$ cat src/rtl/ctrl_sequencer.sv
`default_nettype none
//--------------------------------------------------------------------------
// ctrl_sequencer : falling-edge instruction sequencer, memory wait + timeout
// Revision 1.0
//--------------------------------------------------------------------------
module ctrl_sequencer #(
   parameter int             OPW      = 3,
   parameter logic [OPW-1:0] HLT      = OPW'(0),
   parameter logic [OPW-1:0] SKZ      = OPW'(1),
   parameter logic [OPW-1:0] ADD      = OPW'(2),
   parameter logic [OPW-1:0] ANDD     = OPW'(3),
   parameter logic [OPW-1:0] XORR     = OPW'(4),
   parameter logic [OPW-1:0] LDA      = OPW'(5),
   parameter logic [OPW-1:0] STO      = OPW'(6),
   parameter logic [OPW-1:0] JMP      = OPW'(7),
   parameter int             WAIT_MAX = 15,
   parameter int             CNT_W    = 16
) (
   input  logic             clk,
   input  logic             rst_n,
   input  logic             ena,
   input  logic [OPW-1:0]   opcode_c,
   input  logic             zero,
   input  logic             mem_rdy,
   input  logic             resume,
   output logic             inc_pc,
   output logic             load_acc,
   output logic             load_pc,
   output logic             rd,
   output logic             wr,
   output logic             load_ir,
   output logic             datactl_ena,
   output logic             halt,
   output logic             err,
   output logic [3:0]       state_o,
   output logic [CNT_W-1:0] instr_cnt
);

   typedef enum logic [3:0] {
      FETCH0 = 4'd0,
      FETCH1 = 4'd1,
      IDLE   = 4'd2,
      DEC    = 4'd3,
      OP1    = 4'd4,
      OP2    = 4'd5,
      OP3    = 4'd6,
      OP4    = 4'd7,
      HALT   = 4'd8,
      ERR    = 4'd9
   } state_t;

   typedef struct packed {
      logic inc_pc;
      logic load_acc;
      logic load_pc;
      logic rd;
      logic wr;
      logic load_ir;
      logic datactl_ena;
      logic halt;
      logic err;
   } ctl_t;

   localparam logic [7:0] WAIT_LIM = 8'(WAIT_MAX);

   state_t            state_q, state_d;
   logic [7:0]        wait_q, wait_d;
   logic [CNT_W-1:0]  cnt_q, cnt_d;
   ctl_t              ctl_q, ctl_d;
   logic              illegal;
   logic              mem_state;
   logic              strobe_ok;

   // Moore control decode for the state being entered, using inputs at that edge
   function automatic ctl_t decode(input state_t s, input logic [OPW-1:0] op, input logic z);
      ctl_t c;
      logic alu_ld;
      c      = '0;
      alu_ld = (op == ADD) || (op == ANDD) || (op == XORR) || (op == LDA);
      case (s)
         FETCH0: begin
            c.rd      = 1'b1;
            c.load_ir = 1'b1;
         end
         FETCH1: begin
            c.inc_pc  = 1'b1;
            c.rd      = 1'b1;
            c.load_ir = 1'b1;
         end
         DEC: begin
            c.inc_pc = 1'b1;
            c.halt   = (op == HLT);
         end
         OP1: begin
            c.load_pc     = (op == JMP);
            c.rd          = alu_ld;
            c.datactl_ena = (op == STO);
         end
         OP2: begin
            c.load_acc    = alu_ld;
            c.rd          = alu_ld;
            c.inc_pc      = ((op == SKZ) && z) || (op == JMP);
            c.load_pc     = (op == JMP);
            c.wr          = (op == STO);
            c.datactl_ena = (op == STO);
         end
         OP3: begin
            c.datactl_ena = (op == STO);
            c.rd          = alu_ld;
         end
         OP4: begin
            c.inc_pc = (op == SKZ) && z;
         end
         HALT: begin
            c.halt = 1'b1;
         end
         ERR: begin
            c.halt = 1'b1;
            c.err  = 1'b1;
         end
         default: c = '0;
      endcase
      return c;
   endfunction

   assign mem_state = ctl_q.rd | ctl_q.wr;

   always_comb begin
      state_d = state_q;
      wait_d  = wait_q;
      cnt_d   = cnt_q;
      ctl_d   = ctl_q;
      illegal = 1'b0;
      if (!ena) begin
         state_d = FETCH0;
         wait_d  = '0;
         ctl_d   = '0;
      end else if (mem_state && !mem_rdy) begin
         // stalled on memory: hold state and controls until ready or timeout
         if (wait_q == WAIT_LIM) begin
            state_d = ERR;
            wait_d  = '0;
            ctl_d   = decode(ERR, opcode_c, zero);
         end else begin
            wait_d = wait_q + 8'd1;
         end
      end else begin
         wait_d = '0;
         case (state_q)
            FETCH0: state_d = FETCH1;
            FETCH1: state_d = IDLE;
            IDLE:   state_d = DEC;
            DEC:    state_d = (opcode_c == HLT) ? HALT : OP1;
            OP1:    state_d = OP2;
            OP2:    state_d = OP3;
            OP3:    state_d = OP4;
            OP4: begin
               state_d = FETCH0;
               cnt_d   = cnt_q + CNT_W'(1);
            end
            HALT:   state_d = resume ? FETCH0 : HALT;
            ERR:    state_d = ERR;
            default: begin
               state_d = FETCH0;
               illegal = 1'b1;
            end
         endcase
         ctl_d = illegal ? '0 : decode(state_d, opcode_c, zero);
      end
   end

   always_ff @(negedge clk or negedge rst_n) begin
      if (!rst_n) begin
         state_q <= FETCH0;
         wait_q  <= '0;
         cnt_q   <= '0;
         ctl_q   <= '0;
      end else begin
         state_q <= state_d;
         wait_q  <= wait_d;
         cnt_q   <= cnt_d;
         ctl_q   <= ctl_d;
      end
   end

   // load strobes fire only in the cycle the memory access is accepted
   assign strobe_ok   = mem_rdy | ~mem_state;
   assign inc_pc      = ctl_q.inc_pc   & strobe_ok;
   assign load_acc    = ctl_q.load_acc & strobe_ok;
   assign load_pc     = ctl_q.load_pc  & strobe_ok;
   assign load_ir     = ctl_q.load_ir  & strobe_ok;
   assign rd          = ctl_q.rd;
   assign wr          = ctl_q.wr;
   assign datactl_ena = ctl_q.datactl_ena;
   assign halt        = ctl_q.halt;
   assign err         = ctl_q.err;
   assign state_o     = state_q;
   assign instr_cnt   = cnt_q;

endmodule
`default_nettype wire

$ cat config.mk
export PLATFORM = sky130hd
export DESIGN_NAME = ctrl_sequencer
export DESIGN_NICKNAME = d
export VERILOG_FILES = /design/src/rtl/ctrl_sequencer.sv
export SDC_FILE = /design/constraint.sdc
export NUM_CORES = 1
export LEC_CHECK = 0
export ABC_CLOCK_PERIOD_IN_PS = 1800
export BUFFER_PORTS_ARGS = -buffer_cell sky130_fd_sc_hd__buf_2
export CAP_MARGIN = 10
export CORE_AREA = 8 8 74 76
export CTS_CLUSTER_SIZE = 12
export DETAILED_ROUTE_END_ITERATION = 12
export DIE_AREA = 0 0 82 84
export HOLD_SLACK_MARGIN = 0.08
export PLACE_DENSITY = 0.69
export SLEW_MARGIN = 20
export SYNTH_ARGS = -nofsm -noshare
export SYNTH_HDL_FRONTEND = slang
export SYNTH_SLANG_ARGS = --single-unit
$ cat constraint.sdc
create_clock -name clk -period 1.8 [get_ports clk]
set_input_delay 0.18 -clock clk [delete_from_list [all_inputs] [get_ports clk]]
set_output_delay 0.18 -clock clk [all_outputs]
set_load 0.02 [all_outputs]
==> impl_summary.txt, run 1 <==
----------------------------------------------------
[Global routing]
  Antenna violations before repair ... 0
  Remaining global-route overflow ... 0
  First-pass GRT wire length ... 8.45 mm
  Number of global-route vias before repair ... 1782
  Total routing usage reported by global routing ... 15.6%
  Largest net degree at the start of global routing ... 38

[Job]
  Number of violations of the max-capacitance limit ... 0

[Synthesis]
  Dominant cell type by area after synthesis ... sky130_fd_sc_hd__dfrtn_1
  Post-synth top cells ... sky130_fd_sc_hd__dfrtn_1, sky130_fd_sc_hd__nand2_1, sky130_fd_sc_hd__xnor2_1, sky130_fd_sc_hd__nor2_1, sky130_fd_sc_hd__nand3_1
  Leading register cell type out of synthesis ... sky130_fd_sc_hd__dfrtn_1
  Ys async rst share ... 100%
  Xor/xnor cell area share of the yosys netlist ... 10.2%
  Synthesized instance count ... 180
  Portion of the post-synthesis area used by sequential elements ... 49.2%
  Mean Syn Cell Area ... 10.5 um2
  Cell area after technology mapping ... 0.00188 mm2
  Leading cell types by total area after synthesis ... sky130_fd_sc_hd__dfrtn_1, sky130_fd_sc_hd__xnor2_1, sky130_fd_sc_hd__nand2_1
  Number of register bits inferred by synthesis ... 37
  Adder-cell area share of the yosys netlist ... 1.33%
  Area share of the leading cell type in the synthesized netlist ... 49.2%
  Largest family of logic cells by synthesized area ... simple AND/OR/NAND/NOR gates
  Number of warnings reported in the yosys synthesis log ... 0
  Area fraction in compound gates after synthesis ... 11.0%
  Multiplexer fraction of the synthesized cell area ... 1.20%
  Syn Nets ... 191
  Share of synthesized cell area in and, or, nand and nor gates ... 24.0%
  Library cells used by synthesis ... 42
  Number of flops mapped to enable cells by yosys ... 0
  Most frequent cell after synthesis ... sky130_fd_sc_hd__dfrtn_1

[CTS]
  CTS tree ... yes
  Number of sinks on the clock net ... 37
  H-tree levels ... 2
  Number of buffers created by CTS ... 5
  Clock transition at the registers of the reported paths ... 0.05 ns
  Clk_lat worst skew ... 0.30 ns
  Number of buffers between clock root and the deepest sink ... 2
  Clock Root Buffer ... sky130_fd_sc_hd__clkbuf_8

[Hold path]
  WHS Path Cells ... 1
  WHS Endpoint ... wait_q[0]
  Start point of the worst min-delay path ... wait_q[0]
  Class of the worst hold path ... reg -> reg

[Setup path]
  Category of the worst setup path launch point ... flip-flop
  Critical path data required time ... 1.62 ns
  FF-to-FF Start ... wait_q[4]
  Worst EP arrival ... 2.13 ns
  Worst-path fanout max ... 6
  Worst r2r dst ... ctl_q[8]
  Reg2reg setup slack ... -0.01 ns
  Reg2reg path depth ... 5
  Nature of the critical path endpoint ... primary output
  Worst Path Class, Setup ... reg -> out

[Finish]
  Count of antenna diodes in the layout ... 0
  Proportion of layout cells with a drive suffix above 1 ... 45.9%
  Number of nets in the final layout ... 291
  Non-filler instance count after layout ... 333
  Layout overhead on the synthesized area ... 57.5%

[Power and ir drop]
  Total power ... 0.00220 W
  Largest vdd supply drop ... 515 uV
  Cell leakage power ... 1.43 nW
  Power density over the cells ... 740 mW/mm2

[Status]
  Violated checks ... setup timing
  Result of the run ... complete, but fails checks

[Routing]
  Final antenna-violating net count ... 0
  Met1 WL ... 2.20 mm
  Number of iterations in the first detailed-routing pass ... 4
  DRC ... 0
  Per-cell via count in the routed design ... 5.15
  Sum of met3 wire segment lengths after detailed routing ... 240 um
  Highest metal used ... met4
  Total length of routed wires ... 5.23 mm
  Wire length on met2 ... 2.74 mm
  Total number of vias ... 1715
  Routed length per placed instance ... 15.7 um
  First-iteration detailed-routing DRC count ... 63

[Timing]
  Clock tree skew after final layout ... 0.00841 ns
  Final slew viol count ... 0
  Least setup slack across all paths after layout ... -0.515 ns
  Worst slew slack as a fraction of its limit ... 58.0%
  Actual slew at the worst max-slew pin ... 0.625 ns
  Number of hold-slack violations in the final timing report ... 0
  RSZ-0062 raised after global routing ... yes
  Final-report setup violation count ... 56

[Die]
  Number of rows in the core area ... 24
  Vertical die dimension ... 84 um
  Die footprint ... 0.00689 mm2
  Chip width ... 82 um
  Initial core utilization ... 44.2%
  Area of the core region ... 0.00426 mm2
  I/O pins ... 38

[Placed design]
  Number of I/O port buffers ... 37
  # placed instances ... 294
  Post-DP HPWL ... 3.30 mm
  Routability Congestion ... 0.843

----------------------------------------------------
-- per-stage QoR --
stage | cell area [um2] | hold slack (ns) | setup TNS (ns) | setup WS, ns | util (%)
finish | 2970 | 0.391 | -8.42 | -0.515 | 69.6
global route | 2970 | 0.411 | -10.67 | -0.586 | 69.6
CTS | 2820 | 0.401 | -6.22 | -0.522 | 66.1
detailed placement | 2390 | 0.400 | -11.68 | -0.453 | 56.1
global placement | 2390 | 0.378 | -10.65 | -0.387 | 56.1
floorplan | 1930 | 0.364 | -5.59 | -0.332 | -
-- cells by family (layout without fill, tap and decap cells) --
family | Yosys count | after routing
muxes | 2 | 2
buffers and inverters | 11 | 112
and+or+nand+nor | 77 | 77
AOI/OAI and AO/OA | 29 | 29
xor gates and xnor gates | 22 | 22
DFF | 37 | 37
adders and majority gates | 2 | 2
-- metal layers --
layer	vias to the layer above	GRT usage [%]
li1	832	-
met1	844	18.8
met2	33	25.7
met3	6	4.96
met4	0	3.83
met5	-	0
-- sequential cells by signal, indices dropped and copies added, names as in the netlist --
| signal | cells |
|---|---|
| ctl_q | 4 |
| instr_cnt | 16 |
| wait_q | 8 |
| state_o | 4 |
| wr | 1 |
| datactl_ena | 1 |
| err | 1 |
| rd | 1 |
| halt | 1 |
-- area by class of cell --
cell class	count	area, um2
Fill cell	304	1300
Tap cell	52	65.1
Timing Repair Buffer	101	900
Inverter	3	11.3
Clock buffer	5	68.8
Clock inverter	3	17.5
Sequential cell	37	926
Multi-Input combinational cell	132	978
-- how the worst max path moves through the flow --
stage | end | from | slack, ns
after floorplan | instr_cnt[9] | ena | -0.33
after global placement | instr_cnt[9] | ena | -0.39
after detailed placement | instr_cnt[9] | ena | -0.45
after CTS | inc_pc | rd | -0.52
after global routing | inc_pc | wr | -0.59
final | load_ir | wr | -0.51
-- worst max-delay path: stages (launching register included) --
cell                       delay (ns)
sky130_fd_sc_hd__dfrtn_1         0.38
sky130_fd_sc_hd__o21bai_4        0.26
sky130_fd_sc_hd__and2_4          0.20
sky130_fd_sc_hd__buf_6           0.11
-- layout by cell type (no fill, tap or decap), types with 6 or more instances in the layout --
cell type	Yosys	final
sky130_fd_sc_hd__buf_2	2	6
sky130_fd_sc_hd__buf_4	0	58
sky130_fd_sc_hd__buf_6	2	35
sky130_fd_sc_hd__dfrtn_1	37	37
sky130_fd_sc_hd__nand2_1	21	20
sky130_fd_sc_hd__nand3_1	11	10
sky130_fd_sc_hd__nor2_1	13	13
sky130_fd_sc_hd__xnor2_1	17	17
-- timing repair --
item / in CTS / in global routing
endpoints found under the hold margin: 0 / 0
gates cloned: 1 / 0
hold buffers: 0 / 0
resized for setup: 64 / 13
pin swaps: 15 / 12
endpoints found under the setup margin: 43 / 57
setup buffers: 17 / 13
-- power by group --
part | switching [W] | internal [W] | leakage [nW]
sequential | 0.0000388 | 0.000890 | 0.508
combinational | 0.000349 | 0.000339 | 0.877
clock | 0.000312 | 0.000267 | 0.0439
total | 0.000700 | 0.00150 | 1.43
(Power assumes the default switching activity.)
==> inputs of run 2 (changes only) <==
--- a/config.mk
+++ b/config.mk
@@ -6,7 +6,7 @@
 export NUM_CORES = 1
 export LEC_CHECK = 0
 export ABC_CLOCK_PERIOD_IN_PS = 1800
-export BUFFER_PORTS_ARGS = -buffer_cell sky130_fd_sc_hd__buf_2
+export BUFFER_PORTS_ARGS = -buffer_cell sky130_fd_sc_hd__clkbuf_2
 export CAP_MARGIN = 10
 export CORE_AREA = 8 8 74 76
 export CTS_CLUSTER_SIZE = 12
==> run 2 against run 1 <==
  * The run still ends with setup timing left
  * Die area is the same
  * Worst hold slack gained 0.0017 ns
  * Register-to-register slack lost 0.04 ns
  * Critical path type unchanged
  * Largest cell class unchanged
==> impl_summary.txt, run 2 (synthesis results as in run 1) <==
----------------------------------------------------
[CTS]
  Clock Root Buffer ... sky130_fd_sc_hd__clkbuf_8 (unchanged)
  H-tree levels ... 2 (unchanged)
  Number of buffers between clock root and the deepest sink ... 2 (unchanged)
  Number of sinks on the clock net ... 37 (unchanged)
  Clock transition at the registers of the reported paths ... 0.06 ns (was 0.05 ns)
  Number of buffers created by CTS ... 5 (unchanged)
  CTS tree ... yes (unchanged)
  Clk_lat worst skew ... 0.30 ns (about the same)

[Finish]
  Number of nets in the final layout ... 292 (was 291)
  Largest register FFs ... 16 (unchanged)
  Non-filler instance count after layout ... 334 (was 333)
  Filler cells ... 296 (was 304)
  Final standard cell area without fillers ... 0.00310 mm2 (was 0.00297 mm2)
  Most used cells in the layout excluding fill and tap cells ... sky130_fd_sc_hd__buf_4, sky130_fd_sc_hd__dfrtn_1, sky130_fd_sc_hd__clkbuf_8, sky130_fd_sc_hd__nand2_1, sky130_fd_sc_hd__xnor2_1 (was sky130_fd_sc_hd__buf_4, sky130_fd_sc_hd__dfrtn_1, sky130_fd_sc_hd__buf_6, sky130_fd_sc_hd__nand2_1, sky130_fd_sc_hd__xnor2_1)
  Most common cell after layout, fill and taps aside ... sky130_fd_sc_hd__buf_4 (unchanged)
  Layout overhead on the synthesized area ... 64.8% (was 57.5%)
  Proportion of layout cells with a drive suffix above 1 ... 47.5% (was 45.9%)
  Count of antenna diodes in the layout ... 0 (unchanged)

[Timing]
  Clock tree skew after final layout ... 0.00689 ns (was 0.00841 ns)
  Final-report setup violation count ... 50 (was 56)
  Worst slew slack as a fraction of its limit ... 66.5% (was 58.0%)
  Total negative setup slack ... -8.81 ns (was -8.42 ns)
  RSZ-0062 raised after global routing ... yes (unchanged)
  Number of hold-slack violations in the final timing report ... 0 (unchanged)
  Actual slew at the worst max-slew pin ... 0.497 ns (was 0.625 ns)
  Least setup slack across all paths after layout ... -0.526 ns (was -0.515 ns)
  Final slew viol count ... 0 (unchanged)

[Die]
  Initial core utilization ... 44.2% (unchanged)
  Die footprint ... 0.00689 mm2 (unchanged)
  Area of the core region ... 0.00426 mm2 (unchanged)
  I/O pins ... 38 (unchanged)
  Chip width ... 82 um (unchanged)
  Vertical die dimension ... 84 um (unchanged)
  Number of rows in the core area ... 24 (unchanged)

[Setup path]
  FF-to-FF Start ... instr_cnt[5] (was wait_q[4])
  Worst-path fanout max ... 6 (unchanged)
  Worst Path Class, Setup ... reg -> out (unchanged)
  Setup crit start ... wr (unchanged)
  Critical path data required time ... 1.62 ns (about the same)
  Worst EP arrival ... 2.15 ns (was 2.13 ns)
  Nature of the critical path endpoint ... primary output (unchanged)
  Category of the worst setup path launch point ... flip-flop (unchanged)

[Global routing]
  Largest net degree at the start of global routing ... 29 (was 38)
  First-pass GRT wire length ... 8.60 mm (was 8.45 mm)
  Total routing usage reported by global routing ... 15.7% (was 15.6%)
  Number of global-route vias before repair ... 1833 (was 1782)
  Remaining global-route overflow ... 0 (unchanged)
  Antenna violations before repair ... 0 (unchanged)

[Routing]
  Per-cell via count in the routed design ... 5.21 (was 5.15)
  Number of iterations in the first detailed-routing pass ... 4 (unchanged)
  Total length of routed wires ... 5.48 mm (was 5.23 mm)
  Final antenna-violating net count ... 0 (unchanged)
  DRC ... 0 (unchanged)
  First-iteration detailed-routing DRC count ... 67 (was 63)
  Routed length per placed instance ... 16.4 um (was 15.7 um)
  Total number of vias ... 1741 (was 1715)

[Power and ir drop]
  Share of power burned in registers ... 37.8% (was 42.3%)
  Cell leakage power ... 1.48 nW (was 1.43 nW)
  Largest vdd supply drop ... 613 uV (was 515 uV)
  Power dissipated by switching net loads ... 0.000730 W (was 0.000700 W)
  Power density over the cells ... 792 mW/mm2 (was 740 mW/mm2)
  Power share of the combinational group ... 30.5% (was 31.3%)
  Clock group share of total power ... 31.6% (was 26.4%)
  Internal cell power ... 0.00173 W (was 0.00150 W)
  Sw Share ... 29.7% (was 31.9%)

[Placed design]
  Routability Congestion ... 0.776 (was 0.843)
  Number of I/O port buffers ... 37 (unchanged)
  Area after detailed placement ... 0.00238 mm2 (was 0.00239 mm2)
  # placed instances ... 294 (unchanged)
  Post-DP HPWL ... 3.25 mm (was 3.30 mm)

[Hold path]
  Class of the worst hold path ... reg -> reg (unchanged)
  Start point of the worst min-delay path ... wait_q[0] (unchanged)

[Status]
  Result of the run ... complete, but fails checks (unchanged)
  Violated checks ... setup timing (unchanged)

[Job]
  Number of violations of the max-capacitance limit ... 0 (unchanged)

----------------------------------------------------
[run 2: cell types whose count changed in the layout (fill, tap and decap cells not counted), moves of 2 or more]
| cell | previous run | this run |
|---|---|---|
| sky130_fd_sc_hd__buf_6 | 35 | 8 |
| sky130_fd_sc_hd__clkbuf_8 | 5 | 29 |
| sky130_fd_sc_hd__buf_8 | 0 | 7 |
| sky130_fd_sc_hd__buf_2 | 6 | 0 |
| sky130_fd_sc_hd__clkbuf_2 | 0 | 6 |
| sky130_fd_sc_hd__nand3_2 | 0 | 4 |
| sky130_fd_sc_hd__nand3_1 | 10 | 7 |
| sky130_fd_sc_hd__a221oi_1 | 0 | 2 |
| sky130_fd_sc_hd__a221oi_2 | 2 | 0 |
| sky130_fd_sc_hd__clkinv_2 | 2 | 0 |
[run 2: final cells by class]
| cell class | count | area, um2 | area share [%] |
|---|---|---|---|
| multi-input cells | 132 | 991 | 31.9 |
| repair buffers | 102 | 990 | 31.9 |
| flip-flops and latches | 37 | 926 | 29.8 |
| clock buffers | 6 | 82.6 | 2.66 |
| well taps | 52 | 65.1 | 2.10 |
| clock inverters | 2 | 37.5 | 1.21 |
| inverters | 3 | 11.3 | 0.363 |
[run 2: power groups by stage]
stage | Sequential, W | Combinational (W) | Clock [W]
2_1_floorplan | 0.00100 | 0.000276 | 0
4_1_cts | 0.000927 | 0.000661 | 0.000786
5_1_grt | 0.000935 | 0.000800 | 0.000821
6_report | 0.000930 | 0.000750 | 0.000777
3_3_place_gp | 0.000937 | 0.000525 | 0
3_5_place_dp | 0.000940 | 0.000529 | 0
[run 2: final timing paths]
kind | end | slack (ns) | depth (start not counted)
setup / recovery | load_ir | -0.53 | 3
hold / removal | wait_q[0] | 0.39 | 1
setup reg to reg | instr_cnt[13] | -0.05 | 8
hold reg to reg | wait_q[0] | 0.39 | 1
max in group asynchronous | halt | 0.79 | 2
min in group asynchronous | wait_q[5] | 0.53 | 1
[run 2: worst max-delay path, stage by stage (launching register included)]
cell and delay (ns):
sky130_fd_sc_hd__dfrtn_1 0.38, sky130_fd_sc_hd__o21bai_4 0.25, sky130_fd_sc_hd__and2_4 0.20, sky130_fd_sc_hd__buf_8 0.11
[run 2: routing by layer]
metal / track usage, % / wire length (um)
met3: 4.96 / 281
met1: 18.8 / 2210
met5: 0 / 0
met2: 25.6 / 2860
met4: 5.27 / 127
[run 2: per-stage QoR]
stage                     total power [W]  utilization (%)  worst slack (ns)  hold slack (ns)
after floorplan                   0.00128                -            -0.332            0.364
after global placement            0.00146             55.8            -0.391            0.382
after detailed placement          0.00147             55.8            -0.423            0.396
after CTS                         0.00237             67.8            -0.528            0.397
after global routing              0.00256             72.8            -0.554            0.430
final                             0.00246             72.8            -0.526            0.392
[run 2: timing repair]
action	4_1_cts	5_1_grt
hold buffers	0	0
pin swaps	12	16
setup buffers	16	16
resized for setup	62	29
endpoints found under the setup margin	39	52
gates cloned	0	1
==> inputs of run 3 (changes only) <==
--- a/config.mk
+++ b/config.mk
@@ -14,6 +14,7 @@
 export DIE_AREA = 0 0 82 84
 export HOLD_SLACK_MARGIN = 0.08
 export PLACE_DENSITY = 0.69
+export SKIP_LAST_GASP = 1
 export SLEW_MARGIN = 20
 export SYNTH_ARGS = -nofsm -noshare
 export SYNTH_HDL_FRONTEND = slang
==> run 3 against run 2 <==
  * The flow still finishes with violations (setup timing)
  * Routed wire length decreased by 1.0%
  * Die area unchanged
  * Global-route usage unchanged
  * Total power decreased by 0.37%
  * Register-to-register slack got worse by 0.03 ns
  * Final cell count unchanged
  * Critical path type unchanged
  * Final area about the same
  * Combinational power decreased by 1%
  * Sequential power about the same
  * Setup slack improved by 0.0032 ns
==> impl_summary.txt, run 3 (synthesis results as in run 1) <==
----------------------------------------------------
[Status]
  Result of the run ... complete, but fails checks (unchanged)
  Violated checks ... setup timing (unchanged)

[Setup path]
  Worst Path Class, Setup ... reg -> out (unchanged)
  Kind of cell with the highest combined delay on the critical path ... flip-flops (unchanged)
  Crit path buf inv count ... 1 (unchanged)
  Biggest cell delay along the critical path ... 0.38 ns (about the same)
  Worst-path fanout max ... 6 (unchanged)
  Category of the worst setup path launch point ... flip-flop (unchanged)
  Nature of the critical path endpoint ... primary output (unchanged)
  Cell breakdown of the critical path ... o21bai_4 > and2_4 > buf_8 (unchanged)
  Worst EP arrival ... 2.14 ns (was 2.15 ns)
  Critical path's slowest cell ... sky130_fd_sc_hd__dfrtn_1 (unchanged)
  Critical path data required time ... 1.62 ns (about the same)

[Hold path]
  Class of the worst hold path ... reg -> reg (unchanged)

[Die]
  Die footprint ... 0.00689 mm2 (unchanged)
  Vertical die dimension ... 84 um (unchanged)
  Area of the core region ... 0.00426 mm2 (unchanged)
  I/O pins ... 38 (unchanged)
  Number of rows in the core area ... 24 (unchanged)
  Initial core utilization ... 44.2% (unchanged)
  Chip width ... 82 um (unchanged)

[CTS]
  Number of buffers created by CTS ... 5 (unchanged)
  CTS tree ... yes (unchanged)
  Clock transition at the registers of the reported paths ... 0.05 ns (was 0.06 ns)
  Number of buffers between clock root and the deepest sink ... 2 (unchanged)
  Clock Root Buffer ... sky130_fd_sc_hd__clkbuf_8 (unchanged)
  Number of sinks on the clock net ... 37 (unchanged)
  Clk_lat worst skew ... 0.30 ns (about the same)
  H-tree levels ... 2 (unchanged)
  Total of hold buffers inserted after clock tree synthesis ... 0 (unchanged)

[Power and ir drop]
  Power density over the cells ... 789 mW/mm2 (was 792 mW/mm2)
  Cell leakage power ... 1.48 nW (about the same)
  Largest vdd supply drop ... 518 uV (was 613 uV)

[Finish]
  Non-filler instance count after layout ... 334 (unchanged)
  Filler cells ... 291 (was 296)
  Count of antenna diodes in the layout ... 0 (unchanged)
  Proportion of layout cells with a drive suffix above 1 ... 47.9% (was 47.5%)
  Number of nets in the final layout ... 292 (unchanged)
  Most used cells in the layout excluding fill and tap cells ... sky130_fd_sc_hd__buf_4, sky130_fd_sc_hd__dfrtn_1, sky130_fd_sc_hd__clkbuf_8, sky130_fd_sc_hd__nand2_1, sky130_fd_sc_hd__xnor2_1 (unchanged)
  Layout overhead on the synthesized area ... 64.7% (was 64.8%)
  Most common cell after layout, fill and taps aside ... sky130_fd_sc_hd__buf_4 (unchanged)
  Largest register FFs ... 16 (unchanged)

[Routing]
  Per-cell via count in the routed design ... 5.28 (was 5.21)
  Final antenna-violating net count ... 0 (unchanged)
  DRC ... 0 (unchanged)
  Total number of vias ... 1764 (was 1741)
  Routed length per placed instance ... 16.2 um (was 16.4 um)
  Number of iterations in the first detailed-routing pass ... 4 (unchanged)
  First-iteration detailed-routing DRC count ... 47 (was 67)
  Total length of routed wires ... 5.42 mm (was 5.48 mm)

[Global routing]
  Largest net degree at the start of global routing ... 29 (unchanged)
  Remaining global-route overflow ... 0 (unchanged)
  Antenna violations before repair ... 0 (unchanged)
  Total routing usage reported by global routing ... 15.7% (unchanged)
  Number of global-route vias before repair ... 1833 (unchanged)
  First-pass GRT wire length ... 8.60 mm (about the same)

[Timing]
  Least setup slack across all paths after layout ... -0.523 ns (was -0.526 ns)
  Clock tree skew after final layout ... 0.00495 ns (was 0.00689 ns)
  Worst slew slack as a fraction of its limit ... 71.5% (was 66.5%)
  Final slew viol count ... 0 (unchanged)
  Final-report setup violation count ... 52 (was 50)
  Number of hold-slack violations in the final timing report ... 0 (unchanged)
  Actual slew at the worst max-slew pin ... 0.423 ns (was 0.497 ns)
  RSZ-0062 raised after global routing ... yes (unchanged)
  Final worst hold slack ... 0.392 ns (about the same)

[Placed design]
  Routability Congestion ... 0.776 (unchanged)
  Number of I/O port buffers ... 37 (unchanged)
  Post-DP HPWL ... 3.25 mm (unchanged)
  # placed instances ... 294 (unchanged)

[Job]
  Number of violations of the max-capacitance limit ... 0 (unchanged)

----------------------------------------------------
==> run 3: cell counts in the layout (fill, tap and decap cells not counted) <==
No cell type changed its count.
==> run 3: worst paths after layout <==
check	slack, ns	start	end	depth (start not counted)
max	-0.52	wr	load_ir	3
min	0.39	wait_q[0]	wait_q[0]	1
max reg2reg	-0.08	instr_cnt[5]	instr_cnt[11]	8
min reg2reg	0.39	wait_q[0]	wait_q[0]	1
max in group asynchronous	0.79	rst_n	state_o[1]	2
min in group asynchronous	0.53	rst_n	wait_q[5]	1
==> run 3: final cells by class <==
class / instances / area (um2) / area share [%]
clock inverter: 2 / 37.5 / 1.21
multi-input combinational: 132 / 996 / 32.1
inverter: 3 / 11.3 / 0.363
sequential: 37 / 926 / 29.9
clock buffer: 6 / 82.6 / 2.66
tap: 52 / 65.1 / 2.10
timing repair buffer: 102 / 982 / 31.7
==> run 3: per-stage QoR <==
step	total power, W	TNS, ns	util (%)	area, um2	setup slack [ns]
floorplan	0.00128	-5.59	-	1930	-0.332
global placement	0.00146	-10.49	55.8	2380	-0.391
detailed placement	0.00147	-11.24	55.8	2380	-0.423
CTS	0.00237	-7.20	67.4	2870	-0.528
global route	0.00256	-10.48	72.7	3100	-0.564
finish	0.00245	-8.69	72.7	3100	-0.523
==> run 3: timing repair <==
action,in CTS,in global routing
endpoints found under the setup margin,39,55
hold endpoints to repair,0,0
buffers inserted,16,16
gates resized for setup,59,33
pin swaps,11,16
gates cloned,0,1
==> run 3: report_power, final <==
group / total, W / leakage, nW / internal [W] / switching, W
clock: 0.000775 / 0.0574 / 0.000451 / 0.000324
sequential: 0.000931 / 0.508 / 0.000890 / 0.0000406
combinational: 0.000742 / 0.911 / 0.000380 / 0.000362
total: 0.00245 / 1.48 / 0.00172 / 0.000727
==> run 3: routing by layer <==
layer  vias to the layer above  global-route usage (%)  part of all wire [%]
met5                         -                       0                     0
met4                         0                    5.27                   1.9
met3                        11                    4.85                   4.4
met2                        50                    25.5                    52
met1                       870                    18.9                    41
li1                        833                       -                     -
